<file path="src/rtl/e203_csr_pkg.sv">
// Shared types and constants for the NICE extended-CSR access arbiter.
package e203_csr_pkg;

    typedef enum logic [1:0] {
        ST_IDLE  = 2'd0,
        ST_ISSUE = 2'd1,
        ST_RESP  = 2'd2
    } csr_state_e;

    localparam int unsigned DEFAULT_TIMEOUT_CYC = 255;

endpackage

</file>
<file path="src/rtl/e203_rr_arb2.sv">
// Two-way round-robin arbiter; the pointer names the requester that wins a tie.
module e203_rr_arb2 (
    input  logic       clk,
    input  logic       rst_n,
    input  logic [1:0] req,
    input  logic       update,
    output logic [1:0] grant
);

    logic prio_q;
    logic prio_d;

    always_comb begin
        grant  = req;
        prio_d = prio_q;
        if (req == 2'b11) begin
            grant = prio_q ? 2'b10 : 2'b01;
        end
        // The requester just served drops to lowest priority.
        if (update && (grant != 2'b00)) begin
            prio_d = ~grant[1];
        end
    end

    always_ff @(posedge clk) begin
        if (!rst_n) begin
            prio_q <= 1'b0;
        end else begin
            prio_q <= prio_d;
        end
    end

endmodule

</file>
<file path="src/rtl/e203_nice_csr_arb.sv">
// Arbitrates core and debug CSR accesses onto a single NICE extended-CSR port,
// one access outstanding, with a bounded wait for the downstream handshake.
module e203_nice_csr_arb
    import e203_csr_pkg::*;
#(
    parameter int unsigned TIMEOUT_CYC = DEFAULT_TIMEOUT_CYC
) (
    input  logic        clk,
    input  logic        rst_n,
    input  logic        req0_valid,
    output logic        req0_ready,
    input  logic [31:0] req0_addr,
    input  logic        req0_wr,
    input  logic [31:0] req0_wdata,
    input  logic        req1_valid,
    output logic        req1_ready,
    input  logic [31:0] req1_addr,
    input  logic        req1_wr,
    input  logic [31:0] req1_wdata,
    output logic        rsp0_valid,
    input  logic        rsp0_ready,
    output logic [31:0] rsp0_rdata,
    output logic        rsp0_err,
    output logic        rsp1_valid,
    input  logic        rsp1_ready,
    output logic [31:0] rsp1_rdata,
    output logic        rsp1_err,
    output logic        nice_csr_valid,
    input  logic        nice_csr_ready,
    output logic [31:0] nice_csr_addr,
    output logic        nice_csr_wr,
    output logic [31:0] nice_csr_wdata,
    input  logic [31:0] nice_csr_rdata
);

    localparam logic [7:0] TIMEOUT_LAST = 8'(TIMEOUT_CYC - 1);

    csr_state_e  state_q, state_d;
    logic        gnt_id_q, gnt_id_d;
    logic [31:0] addr_q, addr_d;
    logic        wr_q, wr_d;
    logic [31:0] wdata_q, wdata_d;
    logic [31:0] rdata_q, rdata_d;
    logic        err_q, err_d;
    logic [7:0]  cnt_q, cnt_d;

    logic [1:0]  arb_grant;
    logic        arb_update;
    logic        rsp_hs;

    e203_rr_arb2 u_rr_arb2 (
        .clk    (clk),
        .rst_n  (rst_n),
        .req    ({req1_valid, req0_valid}),
        .update (arb_update),
        .grant  (arb_grant)
    );

    assign rsp_hs = gnt_id_q ? rsp1_ready : rsp0_ready;

    always_comb begin
        state_d        = state_q;
        gnt_id_d       = gnt_id_q;
        addr_d         = addr_q;
        wr_d           = wr_q;
        wdata_d        = wdata_q;
        rdata_d        = rdata_q;
        err_d          = err_q;
        cnt_d          = cnt_q;
        arb_update     = 1'b0;
        req0_ready     = 1'b0;
        req1_ready     = 1'b0;
        nice_csr_valid = 1'b0;
        case (state_q)
            ST_IDLE: begin
                if (arb_grant != 2'b00) begin
                    arb_update = 1'b1;
                    req0_ready = arb_grant[0];
                    req1_ready = arb_grant[1];
                    gnt_id_d   = arb_grant[1];
                    addr_d     = arb_grant[1] ? req1_addr  : req0_addr;
                    wr_d       = arb_grant[1] ? req1_wr    : req0_wr;
                    wdata_d    = arb_grant[1] ? req1_wdata : req0_wdata;
                    cnt_d      = 8'd0;
                    state_d    = ST_ISSUE;
                end
            end
            ST_ISSUE: begin
                nice_csr_valid = 1'b1;
                // A handshake in the final allowed cycle still completes normally.
                if (nice_csr_ready) begin
                    rdata_d = wr_q ? 32'd0 : nice_csr_rdata;
                    err_d   = 1'b0;
                    state_d = ST_RESP;
                end else if (cnt_q == TIMEOUT_LAST) begin
                    rdata_d = 32'd0;
                    err_d   = 1'b1;
                    state_d = ST_RESP;
                end else begin
                    cnt_d = cnt_q + 8'd1;
                end
            end
            ST_RESP: begin
                if (rsp_hs) begin
                    state_d = ST_IDLE;
                end
            end
            default: state_d = ST_IDLE;
        endcase
    end

    always_ff @(posedge clk) begin
        if (!rst_n) begin
            state_q  <= ST_IDLE;
            gnt_id_q <= 1'b0;
            addr_q   <= 32'd0;
            wr_q     <= 1'b0;
            wdata_q  <= 32'd0;
            rdata_q  <= 32'd0;
            err_q    <= 1'b0;
            cnt_q    <= 8'd0;
        end else begin
            state_q  <= state_d;
            gnt_id_q <= gnt_id_d;
            addr_q   <= addr_d;
            wr_q     <= wr_d;
            wdata_q  <= wdata_d;
            rdata_q  <= rdata_d;
            err_q    <= err_d;
            cnt_q    <= cnt_d;
        end
    end

    assign nice_csr_addr  = addr_q;
    assign nice_csr_wr    = wr_q;
    assign nice_csr_wdata = wdata_q;

    assign rsp0_valid = (state_q == ST_RESP) && !gnt_id_q;
    assign rsp1_valid = (state_q == ST_RESP) &&  gnt_id_q;
    assign rsp0_rdata = rsp0_valid ? rdata_q : 32'd0;
    assign rsp1_rdata = rsp1_valid ? rdata_q : 32'd0;
    assign rsp0_err   = rsp0_valid & err_q;
    assign rsp1_err   = rsp1_valid & err_q;

endmodule
</file>
<file path="config.mk">
export PLATFORM = sky130hd
export DESIGN_NAME = e203_nice_csr_arb
export DESIGN_NICKNAME = d
export VERILOG_FILES = /design/src/rtl/e203_csr_pkg.sv /design/src/rtl/e203_rr_arb2.sv /design/src/rtl/e203_nice_csr_arb.sv
export SDC_FILE = /design/constraint.sdc
export NUM_CORES = 1
export LEC_CHECK = 0
export ABC_CLOCK_PERIOD_IN_PS = 2500
export BUFFER_PORTS_ARGS = -buffer_cell sky130_fd_sc_hd__buf_2
export CAP_MARGIN = 20
export CORE_AREA = 2 2 117 119
export CTS_BUF_LIST = sky130_fd_sc_hd__clkbuf_4
export DETAILED_ROUTE_END_ITERATION = 6
export DIE_AREA = 0 0 119 121
export PLACE_DENSITY = 0.73
export SYNTH_ARGS = -nofsm -noshare
export SYNTH_HDL_FRONTEND = slang
export SYNTH_HIERARCHICAL = 1
export SYNTH_SLANG_ARGS = --single-unit
</file>
<file path="constraint.sdc">
create_clock -name clk -period 2.5 [get_ports clk]
set_input_delay 0.5 -clock clk [delete_from_list [all_inputs] [get_ports clk]]
set_output_delay 0.5 -clock clk [all_outputs]
set_load 0.02 [all_outputs]
</file>
## After elaboration in Yosys (flattened, before gate mapping)

Cells that the tools add are included.

| storage, ports and cells | value |
|---|---|
| logic and storage cells | 63 |
| output and inout port bits | 136 |
| register bits after elaboration | 110 |

| operators by class | value |
|---|---|
| multiplexer cells | 29 |
| reduce and logical (&&, ||, !) cells | 12 |
| eq/ne operators | 9 |
| bitwise logic cells | 3 |
| add/sub/neg operators | 1 |

Operator list:

| operator | number |
|---|---|
| two-way mux 32 bit | 7 |
| two-way mux 8 bit | 3 |
| case mux 8 bit (2 select lines) | 1 |
| two-way mux 2 bit | 6 |
| two-way mux 1 bit | 11 |
| adder 8 x 1 -> 8 bit, second input constant | 1 |
| equality test 8 bit, second input constant | 1 |
| inequality test 2 bit, second input constant | 4 |
| case mux 2 bit (3 select lines) | 1 |
| nonzero test 2 bit | 3 |
| equality test 2 bit, second input constant | 2 |
| AND reduction 2 bit | 2 |
| AND reduction 4 bit | 1 |
| logical AND 1 bit | 3 |
| inequality test 3 bit, second input constant | 1 |
| AND reduction 3 bit | 1 |
| bitwise AND 1 bit | 2 |
| equality test 2 x 1 -> 1 bit, second input constant | 1 |
| zero test 2 bit | 1 |
| zero test 1 bit | 1 |
| NOT 1 bit | 1 |

## Longest topological paths before layout

Gate-level depths: netlist of the first run.

| logic depth | value |
|---|---|
| depth in word-level cells | 6 |
| mapped depth | 10 |
| gate-level depth less buffers | 6 |

## By module

The synthesis of the first run kept the hierarchy.

Modules (own cells, without submodules):

| module | cells an instance | area each (um^2) | sequential area each (um^2) | instances |
|---|---|---|---|---|
| e203_nice_csr_arb | 587 | 5073.6 | 2182.1 | 1 |
| e203_rr_arb2 | 7 | 61.3 | 20.0 | 1 |

## Worst setup path after synthesis of the first run

No wires, ideal clock.

| path | value |
|---|---|
| path kind | input to output |
| start point | in req1_valid |
| end point | out req1_ready |
| data required time | 2.000 ns |
| path buffers | 3 |
| setup slack | 0.427 ns |
| cell stages on the path | 5 |
| data arrival time | 1.573 ns |
| cell sequence | a21boi_0 -> clkbuf_1 -> buf_2 -> buf_2 -> and2_1 |

| on the way | value |
|---|---|
| word-level cells in the longest chain between the ends | 5 |

RTL lines:

| item | RTL line | RTL |
|---|---|---|
| start, declared | e203_nice_csr_arb.sv:15 | `input logic req1_valid,` |
| equality test 2 bit | e203_rr_arb2.sv:16 | `if (req == 2'b11) begin` |
| two-way mux 2 bit * | e203_rr_arb2.sv:16 |  |
| nonzero test 2 bit | e203_nice_csr_arb.sv:76 | `if (arb_grant != 2'b00) begin` |
| two-way mux 1 bit * | e203_nice_csr_arb.sv:76 |  |
| two-way mux 1 bit * | e203_nice_csr_arb.sv:74 | `case (state_q)` |
| end, declared | e203_nice_csr_arb.sv:16 | `output logic req1_ready,` |

Mark *: on every way between the ends. The rest lies on a longest branch, timed or not.

## Worst setup path in the final report of the first run

| path | value |
|---|---|
| start point | reg u_rr_arb2.prio_q |
| end point | out req1_ready |

| on the way | value |
|---|---|
| word-level cells in the longest chain between the ends | 5 |

RTL lines:

| item | RTL line | RTL |
|---|---|---|
| start, declared | e203_rr_arb2.sv:10 | `logic prio_q;` |
| start signal, assigned | e203_rr_arb2.sv:29 | `prio_q <= prio_d;` |
| two-way mux 2 bit * | e203_rr_arb2.sv:17 | `grant = prio_q ? 2'b10 : 2'b01;` |
| two-way mux 2 bit * | e203_rr_arb2.sv:16 |  |
| named net arb_grant[1] | e203_nice_csr_arb.sv:47 | `logic [1:0] arb_grant;` |
| nonzero test 2 bit | e203_nice_csr_arb.sv:76 |  |
| two-way mux 1 bit * | e203_nice_csr_arb.sv:76 |  |
| two-way mux 1 bit * | e203_nice_csr_arb.sv:74 |  |

Mark *: on every way through the listed nets, which the timed path passes. The rest lies on a longest branch.

==> flow_summary_export.csv, run 1 <==
group,metric,value,unit
outcome,status,"finished, final reports clean",
grt,grt_overflow,0,
cells_and_area,layout-drive-gt1-share,39.2,%
cells_and_area,final_nets,1042,
logic_synthesis,yosysWarnings,6,
logic_synthesis,syn_area_per_cell,8.64,µm²
logic_synthesis,synth-edff-count,0,
pwr,leakage,3.35,nW
floorplan,pin_count,305,
pwr,pwr_density_cell,567,nW/µm²
worst_setup_path,start_kind,"register",
logic_synthesis,synthTopCellsByArea,"dfxtp_1 43%, mux2i_1 13%, a211oi_1 9.6%",
flow_run,maxCapViolCount,0,
grt,grt_pass1_vias,4722,
worst_setup_path,critPathSlowestCell,"dfxtp_1",
timing,fin_crit_sh,92.8,%
worst_setup_path,r2r_setup_slack,550,ps
logic_synthesis,syn_area,5130,µm²
place,post-place-ws,367,ps
logic_synthesis,yosys.area.top_type_share,42.9,%
floorplan,dieArea,14400,µm²
logic_synthesis,async_flop_share,0,%
clock_tree,cts-root-buf,"clkbuf_4",
clock_tree,cts_tree,"built",
worst_setup_path,arrival,1820,ps
drt,first_pass_iters,4,
cells_and_area,seq_area,2200,µm²
grt,grt_pass1_wl,24000,µm
clock_tree,clockBufferDepth,2,
worst_setup_path,cp_max_fo,14,
clock_tree,clock_latency,480,ps
logic_synthesis,yosysSeqAreaShare,42.9,%
drt,wire_per_inst,14.9,µm
worst_setup_path,r2r_start,"u_rr_arb2/prio_q",
drt,dr.first_iter.drc_count,298,
grt,grt_use_total,20.8,%
place,dpl.hpwl,11400,µm
drt,antenna_left,0,
floorplan,start_util,39.2,%
drt,drc,0,
logic_synthesis,synthFlopType,"dfxtp_1",
timing,fin_tns_setup,0,ps
grt,grt_max_degree,57,
worst_setup_path,endpoint,"req1_ready",
floorplan,die_h,121,µm
timing,finalSetupViolCount,0,
timing,fmaxAchievable,431,MHz
drt,vias,5196,
floorplan,fp.dieW,119,µm
clock_tree,cts.sinks,110,
worst_setup_path,startpoint,"u_rr_arb2/prio_q",
floorplan,design.core.area,13100,µm²
timing,drv_slew,0,
drt,routed_wl,15700,µm
timing,final_hold_viol_count,0,
place,place_congestion,0.816,
clock_tree,postCtsHoldBufs,0,
cells_and_area,multiInputGateArea,2710,µm²
logic_synthesis,synth-seq-cells,110,
min_path,hp-class,"input pin to register",
timing,slew-limit-headroom,55.6,%
clock_tree,clk_pin_slew,160,ps
place,port-buffer-count,304,
cells_and_area,area_delta_synth_final,35.6,%
floorplan,placementRows,42,
timing,fin_ws,179,ps
cells_and_area,fillers,1264,
worst_setup_path,endpoint_kind,"primary output",
drt,viasPerCell,4.93,
logic_synthesis,syn_nets,765,
grt,antenna_found_initial,1,
worst_setup_path,cp_cell_sequence,"inv_1, a21boi_4, clkbuf_16, and2_1, buf_2",
logic_synthesis,yosys.cell_types.count,37,
logic_synthesis,syn_inst,594,
timing,rsz0062_at_grt,"false",
worst_setup_path,crit_type,"register to primary output",
timing,worst_slew_pin_slew,664,ps
worst_setup_path,r2r-end,"cnt_q[3]",
logic_synthesis,synth_commonest_cells,"110 x dfxtp_1, 73 x nor2_1, 70 x and2_1, 66 x a211oi_1, 66 x mux2i_1",
pwr,ir_drop,0.361,mV
worst_setup_path,cp.required,2000,ps
clock_tree,htree_levels,3,
logic_synthesis,yosys.cell_count.top_type,"dfxtp_1",
timing,skew,15.5,ps
logic_synthesis,yosysTopAreaCell,"dfxtp_1",
worst_setup_path,ff2ff_path_depth,6,
timing,layout_min_cycle_time,2320,ps
clock_tree,numCtsBuffers,9,
clock_tree,post_cts_buffers,0,
worst_setup_path,slowest_delay,390,ps
-- how the worst min path moves through the flow --
stage	depth (start not counted)	endpoint	startpoint
floorplan	1	cnt_q[7]	cnt_q[7]
global placement	2	rdata_q[26]	rdata_q[26]
detailed placement	2	rdata_q[10]	rdata_q[10]
CTS	3	rdata_q[4]	nice_csr_rdata[4]
global route	3	rdata_q[22]	nice_csr_rdata[22]
finish	3	rdata_q[4]	nice_csr_rdata[4]
-- report_power, final --
part | switching [mW] | internal (mW) | leakage (nW)
combinational | 0.688 | 0.451 | 2.39
clock | 0.576 | 0.204 | 0.0587
sequential | 0.0960 | 1.93 | 0.905
total | 1.36 | 2.59 | 3.35
-- area by class of cell --
type | count | share of cell area, %
diodes | 1 | 0.0360
clock buffers | 10 | 1.08
clock inverters | 6 | 0.413
inverters | 6 | 0.342
multi-input cells | 425 | 39.0
flip-flops and latches | 110 | 31.6
well taps | 176 | 3.16
repair buffers | 319 | 24.4
-- stage by stage --
stage / cell area (µm²) / hold slack [ps] / utilization, % / power, mW / std cells
global route: 6960 / 201 / 53.2 / 4.18 / 1053
global placement: 6830 / 467 / 52.2 / 3.18 / 1034
finish: 6960 / 232 / 53.2 / 3.95 / 1053
CTS: 6930 / 191 / 53.0 / 3.98 / 1050
detailed placement: 6830 / 473 / 52.2 / 3.20 / 1034
floorplan: 5130 / 438 / - / 2.76 / 594
-- logic make-up after synthesis --
family | synth area share (%)
simple gates | 19.9
compound gates | 19.1
flops | 42.9
mux | 12.9
buf+inv | 4.80
fa+ha+maj | 0.487
-- critical path: cells and delay by family, from the launching register on --
family	cells	cell delay, ps
AOI/OAI and AO/OA	1	250
buffers and inverters	3	520
DFF	1	390
and+or+nand+nor	1	180
-- placed cells by master, fill, tap and decap left out, types with 3 or more instances in the layout --
cell type / count
clkinv_1: 3
o311ai_0: 4
buf_12: 3
buf_4: 9
inv_1: 5
and2_1: 69
nor2_1: 72
a21oi_1: 35
mux2i_1: 66
nand2_1: 41
nand3b_1: 3
clkbuf_4: 10
a211oi_1: 66
dfxtp_1: 110
buf_2: 304
o41ai_1: 3
clkinv_2: 3
o21ai_0: 35
-- per-layer routing --
layer	vias to the layer above	track usage, %	part of all wire [%]
met3	24	6.77	8.4
met5	-	0	0
met1	2317	24.5	42
met2	219	35.3	48
met4	0	7.66	2.0
li1	2636	-	-
-- sequential cells by signal, summed over array words and instances (netlist names), 2 cells and up --
register,cells
cnt_q,8
nice_csr_addr,32
nice_csr_wdata,32
rdata_q,32
state_q,2
-- repair_timing --
action,in CTS,in global routing
endpoints found under the setup margin,0,1
hold endpoints to repair,0,0
resized for setup,0,1
Power figures use the tool's default switching activity.
==> run 2, diff against run 1 <==
--- a/config.mk
+++ b/config.mk
@@ -8,12 +8,11 @@
 export ABC_CLOCK_PERIOD_IN_PS = 2500
 export BUFFER_PORTS_ARGS = -buffer_cell sky130_fd_sc_hd__buf_2
 export CAP_MARGIN = 20
-export CORE_AREA = 2 2 117 119
+export CORE_AREA = 2 2 118 120
 export CTS_BUF_LIST = sky130_fd_sc_hd__clkbuf_4
 export DETAILED_ROUTE_END_ITERATION = 6
-export DIE_AREA = 0 0 119 121
-export PLACE_DENSITY = 0.73
+export DIE_AREA = 0 0 120 122
+export PLACE_DENSITY = 0.7
 export SYNTH_ARGS = -nofsm -noshare
 export SYNTH_HDL_FRONTEND = slang
-export SYNTH_HIERARCHICAL = 1
 export SYNTH_SLANG_ARGS = --single-unit
==> run 2 against run 1 <==
Combinational power shrank 19%. Synthesized cell count down 14%. Sequential power decreased by 2%. Largest cell class unchanged.
==> flow_summary_export.csv, run 2 <==
group,metric,value,unit
outcome,status,"finished, final reports clean",
logic_synthesis,yosys.cell_types.count,44,
clock_tree,htree_levels,3,
drt,routed_wl,14300,µm
logic_synthesis,syn_area,4830,µm²
pwr,seqPwrFrac,53.2,%
worst_setup_path,arrival,1800,ps
logic_synthesis,synth_xor_area_share,0.544,%
logic_synthesis,yosys.area_share.simple,18.0,%
clock_tree,cts_resized,0,
timing,worst_slew_pin_slew,422,ps
pwr,pwr_density_cell,562,nW/µm²
logic_synthesis,synth-seq-cells,110,
worst_setup_path,critPathSlowestCell,"dfxtp_1",
grt,grt_overflow,0,
logic_synthesis,synth_commonest_cells,"110 x dfxtp_1, 67 x and2_1, 51 x nor2_1, 44 x a211oi_1, 44 x mux2i_1",
cells_and_area,fillers,1309,
floorplan,dieArea,14600,µm²
pwr,ir_drop,0.305,mV
timing,finalSetupViolCount,0,
clock_tree,postCtsHoldBufs,0,
logic_synthesis,synth-edff-count,0,
pwr,total_power,3.74,mW
logic_synthesis,syn_area_per_cell,9.45,µm²
worst_setup_path,endpoint,"rsp0_rdata[12]",
logic_synthesis,yosys.cell_count.top_type,"dfxtp_1",
flow_run,maxCapViolCount,0,
clock_tree,cts_tree,"built",
drt,viasPerCell,4.89,
pwr,p_sw_share,32.6,%
timing,layout_min_cycle_time,2300,ps
place,place_inst,969,
clock_tree,post_cts_buffers,0,
pwr,internal-power,2.52,mW
timing,fin_ws,197,ps
worst_setup_path,cp_cell_sequence,"nor3b_2, buf_4, and2_1, buf_2",
logic_synthesis,syn_inst,511,
pwr,p_clk_share,22.0,%
drt,antenna_left,0,
worst_setup_path,startpoint,"state_q[1]",
pwr,leakage,3.43,nW
cells_and_area,final_cell_count_no_fill,985,
place,place_congestion,0.851,
clock_tree,cts-root-buf,"clkbuf_4",
grt,grt_max_degree,87,
worst_setup_path,endpoint_kind,"primary output",
floorplan,die_h,122,µm
logic_synthesis,yosysWarnings,0,
clock_tree,clk_pin_slew,170,ps
drt,vias,4813,
logic_synthesis,synthTopCellsByArea,"dfxtp_1 46%, mux2i_1 9.1%, and2_1 8.7%",
floorplan,pin_count,305,
timing,skew,15.6,ps
floorplan,start_util,35.8,%
worst_setup_path,start_kind,"register",
logic_synthesis,yosysTopAreaCell,"dfxtp_1",
timing,fin_crit_sh,92.1,%
worst_setup_path,cp_max_fo,34,
drt,first_pass_iters,4,
grt,grt_pass1_vias,4451,
worst_setup_path,ff2ff_path_depth,5,
drt,dr.first_iter.drc_count,165,
min_path,min_path_cells,2,
place,place_area,6530,µm²
timing,whs,237,ps
floorplan,placementRows,43,
logic_synthesis,synth_top_family_by_area,"compound AO/OA/AOI/OAI gates",
logic_synthesis,yosys.area.top_type_share,45.6,%
cells_and_area,area_delta_synth_final,37.8,%
timing,drv_slew,0,
cells_and_area,layout-drive-gt1-share,43.2,%
clock_tree,numCtsBuffers,9,
worst_setup_path,cp.required,2000,ps
cells_and_area,final_common_cell,"buf_2",
floorplan,design.core.area,13500,µm²
floorplan,fp.dieW,120,µm
grt,grt_use_total,18.8,%
clock_tree,clock_latency,460,ps
clock_tree,cts.sinks,110,
worst_setup_path,r2r-end,"rdata_q[2]",
logic_synthesis,syn_nets,682,
cells_and_area,n_antenna_cell,0,
worst_setup_path,r2r_start,"state_q[0]",
pwr,switchingPower,1.22,mW
logic_synthesis,synthFlopType,"dfxtp_1",
timing,slew-limit-headroom,71.8,%
place,dpl.hpwl,10900,µm
cells_and_area,layout_common_cells,"304 x buf_2, 110 x dfxtp_1, 67 x and2_1",
grt,grt_pass1_wl,21800,µm
logic_synthesis,async_flop_share,0,%
drt,drc,0,
drt,wire_per_inst,14.6,µm
worst_setup_path,slowest_delay,500,ps
timing,rsz0062_at_grt,"false",
worst_setup_path,crit_type,"register to primary output",
min_path,hp-class,"input pin to register",
logic_synthesis,synth_adder_area_share,0.518,%
clock_tree,clockBufferDepth,2,
place,port-buffer-count,304,
logic_synthesis,yosysSeqAreaShare,45.6,%
worst_setup_path,r2r_setup_slack,710,ps
cells_and_area,final_nets,971,
place,post-place-ws,661,ps
timing,final_hold_viol_count,0,
pwr,combPwrFrac,24.8,%
cells_and_area,postLayoutCellArea,6660,µm²
grt,antenna_found_initial,0,
logic_synthesis,synth-compound-area-share,21.7,%
timing,fin_tns_setup,0,ps
timing,fmaxAchievable,434,MHz
logic_synthesis,muxShareOfSynthArea,9.12,%
cells_and_area,post-route-util,49.3,%
==> run 2: how the worst min path moves through the flow <==
stage	startpoint	endpoint	slack (ps)
after floorplan	rdata_q[10]	rdata_q[10]	450
after global placement	nice_csr_addr[24]	nice_csr_addr[24]	440
after detailed placement	nice_csr_wdata[4]	nice_csr_wdata[4]	440
after CTS	nice_csr_rdata[24]	rdata_q[24]	190
after global routing	nice_csr_rdata[28]	rdata_q[28]	190
final	nice_csr_rdata[24]	rdata_q[24]	240
==> run 2: cells by family (layout without fill, tap and decap cells) <==
logic type                 Yosys count  in the layout
xor gates and xnor gates             3              3
DFF                                110            110
AOI/OAI and AO/OA                  143            143
adders and majority gates            2              2
buffers and inverters               43            337
muxes                               44             44
and+or+nand+nor                    166            166
==> run 2: power by group through the flow <==
stage / combinational (mW) / sequential (mW) / clock [mW]
after floorplan: 0.424 / 2.16 / 0
after global placement: 0.929 / 2.02 / 0
after detailed placement: 0.935 / 2.03 / 0
after CTS: 0.936 / 1.99 / 0.878
after global routing: 1.01 / 2.01 / 0.944
final: 0.927 / 1.99 / 0.825
==> run 2: final cells by class <==
class / instances / area [µm²] / share of cell area, %
Inverter: 3 / 11.3 / 0.169
Clock inverter: 5 / 42.5 / 0.639
Multi-Input combinational cell: 358 / 2440 / 36.7
Sequential cell: 110 / 2200 / 33.1
Tap cell: 180 / 225 / 3.38
Clock buffer: 11 / 82.6 / 1.24
Timing Repair Buffer: 318 / 1650 / 24.8
==> run 2: critical path: cells and delay by family, from the launching register on <==
kind,cells,cell delay [ps]
buffers and inverters,2,460
flip-flops,1,500
AND/OR/NAND/NOR,2,400
==> run 2: per-layer routing <==
metal,up-vias,GRT usage (%),share of wire [%]
met3,15,5.15,7.9
li1,2410,-,-
met2,199,33.7,49
met1,2189,21.5,41
met4,0,6.47,1.3
met5,-,0,0
==> run 3, diff against run 2 <==
--- a/config.mk
+++ b/config.mk
@@ -12,7 +12,9 @@
 export CTS_BUF_LIST = sky130_fd_sc_hd__clkbuf_4
 export DETAILED_ROUTE_END_ITERATION = 6
 export DIE_AREA = 0 0 120 122
+export MAX_ROUTING_LAYER = met4
 export PLACE_DENSITY = 0.7
+export RECOVER_POWER = 25
 export SYNTH_ARGS = -nofsm -noshare
 export SYNTH_HDL_FRONTEND = slang
 export SYNTH_SLANG_ARGS = --single-unit
==> run 3 against run 2 <==
Worst setup slack got worse by 1.1 ps. Die area did not move. Combinational power is 3.0% lower. Sequential cell count unchanged. Global-route usage grew 0.58 points.
==> flow_summary_export.csv, run 3 (same netlist as run 2, synthesis figures left out) <==
group,metric,value,unit
floorplan,die_h,122,µm
floorplan,fp.dieW,120,µm
timing,fin_crit_sh,92.1,%
timing,rsz0062_at_grt,"false",
clock_tree,htree_levels,3,
drt,routed_wl,14400,µm
min_path,hp-class,"input pin to register",
grt,grt_max_degree,87,
timing,layout_min_cycle_time,2300,ps
timing,finalSetupViolCount,0,
place,port-buffer-count,304,
cells_and_area,final_common_cell,"buf_2",
drt,drc,0,
cells_and_area,final_cell_count_no_fill,985,
clock_tree,post_cts_buffers,0,
timing,final_hold_viol_count,0,
clock_tree,cts.sinks,110,
min_path,worstHoldStart,"nice_csr_rdata[27]",
grt,grtUsageMet2,33.7,%
timing,whs,241,ps
timing,slew-limit-headroom,56.5,%
cells_and_area,area_delta_synth_final,36.2,%
clock_tree,cts-root-buf,"clkbuf_4",
grt,grt_pass1_vias,4460,
drt,vias,4804,
floorplan,pin_count,305,
drt,first_pass_iters,4,
pwr,ir_drop,0.304,mV
cells_and_area,fillers,1332,
clock_tree,cts_tree,"built",
floorplan,design.core.area,13500,µm²
floorplan,placementRows,43,
clock_tree,clockBufferDepth,2,
worst_setup_path,start_kind,"register",
pwr,leakage,3.22,nW
grt,use_met3,4.45,%
clock_tree,numCtsBuffers,9,
worst_setup_path,arrival,1800,ps
place,place_inst,969,
cells_and_area,final_nets,971,
grt,grt_pass1_wl,21800,µm
drt,wire_per_inst,14.6,µm
grt,top_usage_layer,"met2",
floorplan,start_util,35.8,%
grt,grt_use_total,19.4,%
worst_setup_path,cp_max_fo,34,
timing,skew,18.0,ps
worst_setup_path,cp.required,2000,ps
grt,use_met1,21.9,%
worst_setup_path,startpoint,"state_q[1]",
worst_setup_path,endpoint_kind,"primary output",
timing,fmaxAchievable,434,MHz
timing,fin_ws,196,ps
flow_run,maxCapViolCount,0,
outcome,status,"finished, final reports clean",
place,place_congestion,0.865,
pwr,pwr_density_cell,566,nW/µm²
worst_setup_path,crit_type,"register to primary output",
floorplan,dieArea,14600,µm²
timing,fin_tns_setup,0,ps
place,post-place-ws,661,ps
clock_tree,clock_latency,470,ps
cells_and_area,layout_common_cells,"248 x buf_2, 110 x dfxtp_1, 67 x and2_1",
drt,viasPerCell,4.88,
grt,grt_overflow,0,
cells_and_area,layout-drive-gt1-share,36.0,%
drt,dr.first_iter.drc_count,173,
worst_setup_path,r2r_start,"cnt_q[0]",
grt,antenna_found_initial,0,
place,dpl.hpwl,10900,µm
timing,drv_slew,0,
clock_tree,postCtsHoldBufs,0,
clock_tree,clk_pin_slew,160,ps
clock_tree,cts_resized,0,
cells_and_area,n_antenna_cell,0,
timing,worst_slew_pin_slew,646,ps
drt,antenna_left,0,
## run 3: changes by cell type in the layout (fill, tap and decap cells not counted), sizes merged
cell | before | now
clkbuf | 11 | 67
buf | 318 | 262
## run 3: worst max-delay path, stage by stage (launching register included)
cell and delay [ps]:
dfxtp_1 500, nor3b_2 210, buf_4 280, and2_1 190
buf_2 170
## run 3: final cells by class
cell class	instances	area, µm²	share of cell area [%]
Inverter	3	11.3	0.171
Timing Repair Buffer	318	1580	24.0
Tap cell	180	225	3.42
Clock inverter	5	42.5	0.647
Sequential cell	110	2200	33.5
Multi-Input combinational cell	358	2430	37.0
Clock buffer	11	82.6	1.25
## run 3: where the power goes
group          switching (mW)  internal, mW
sequential             0.0897          1.90
clock                   0.592         0.239
combinational           0.547         0.352
## run 3: worst paths after layout
kind	slack (ps)	depth (start not counted)	end
min	240	2	rdata_q[27]
max reg2reg	570	6	cnt_q[7]
max	200	4	rsp0_rdata[12]
min reg2reg	460	2	nice_csr_addr[22]
## run 3: stage by stage
stage / util (%) / instance area, µm² / power [mW]
2_1_floorplan: - / 4830 / 2.59
3_5_place_dp: 48.4 / 6530 / 2.96
4_1_cts: 49.3 / 6660 / 3.81
6_report: 48.7 / 6580 / 3.72
3_3_place_gp: 48.4 / 6530 / 2.95
5_1_grt: 48.7 / 6580 / 3.94
## run 3: metal layers
metal	vias to the layer above	part of all wire, %	routed length (µm)
met3	15	7.7	1100
met4	0	1.4	204
met1	2171	42	5980
met2	212	49	7070
met5	-	0	0
li1	2406	-	-
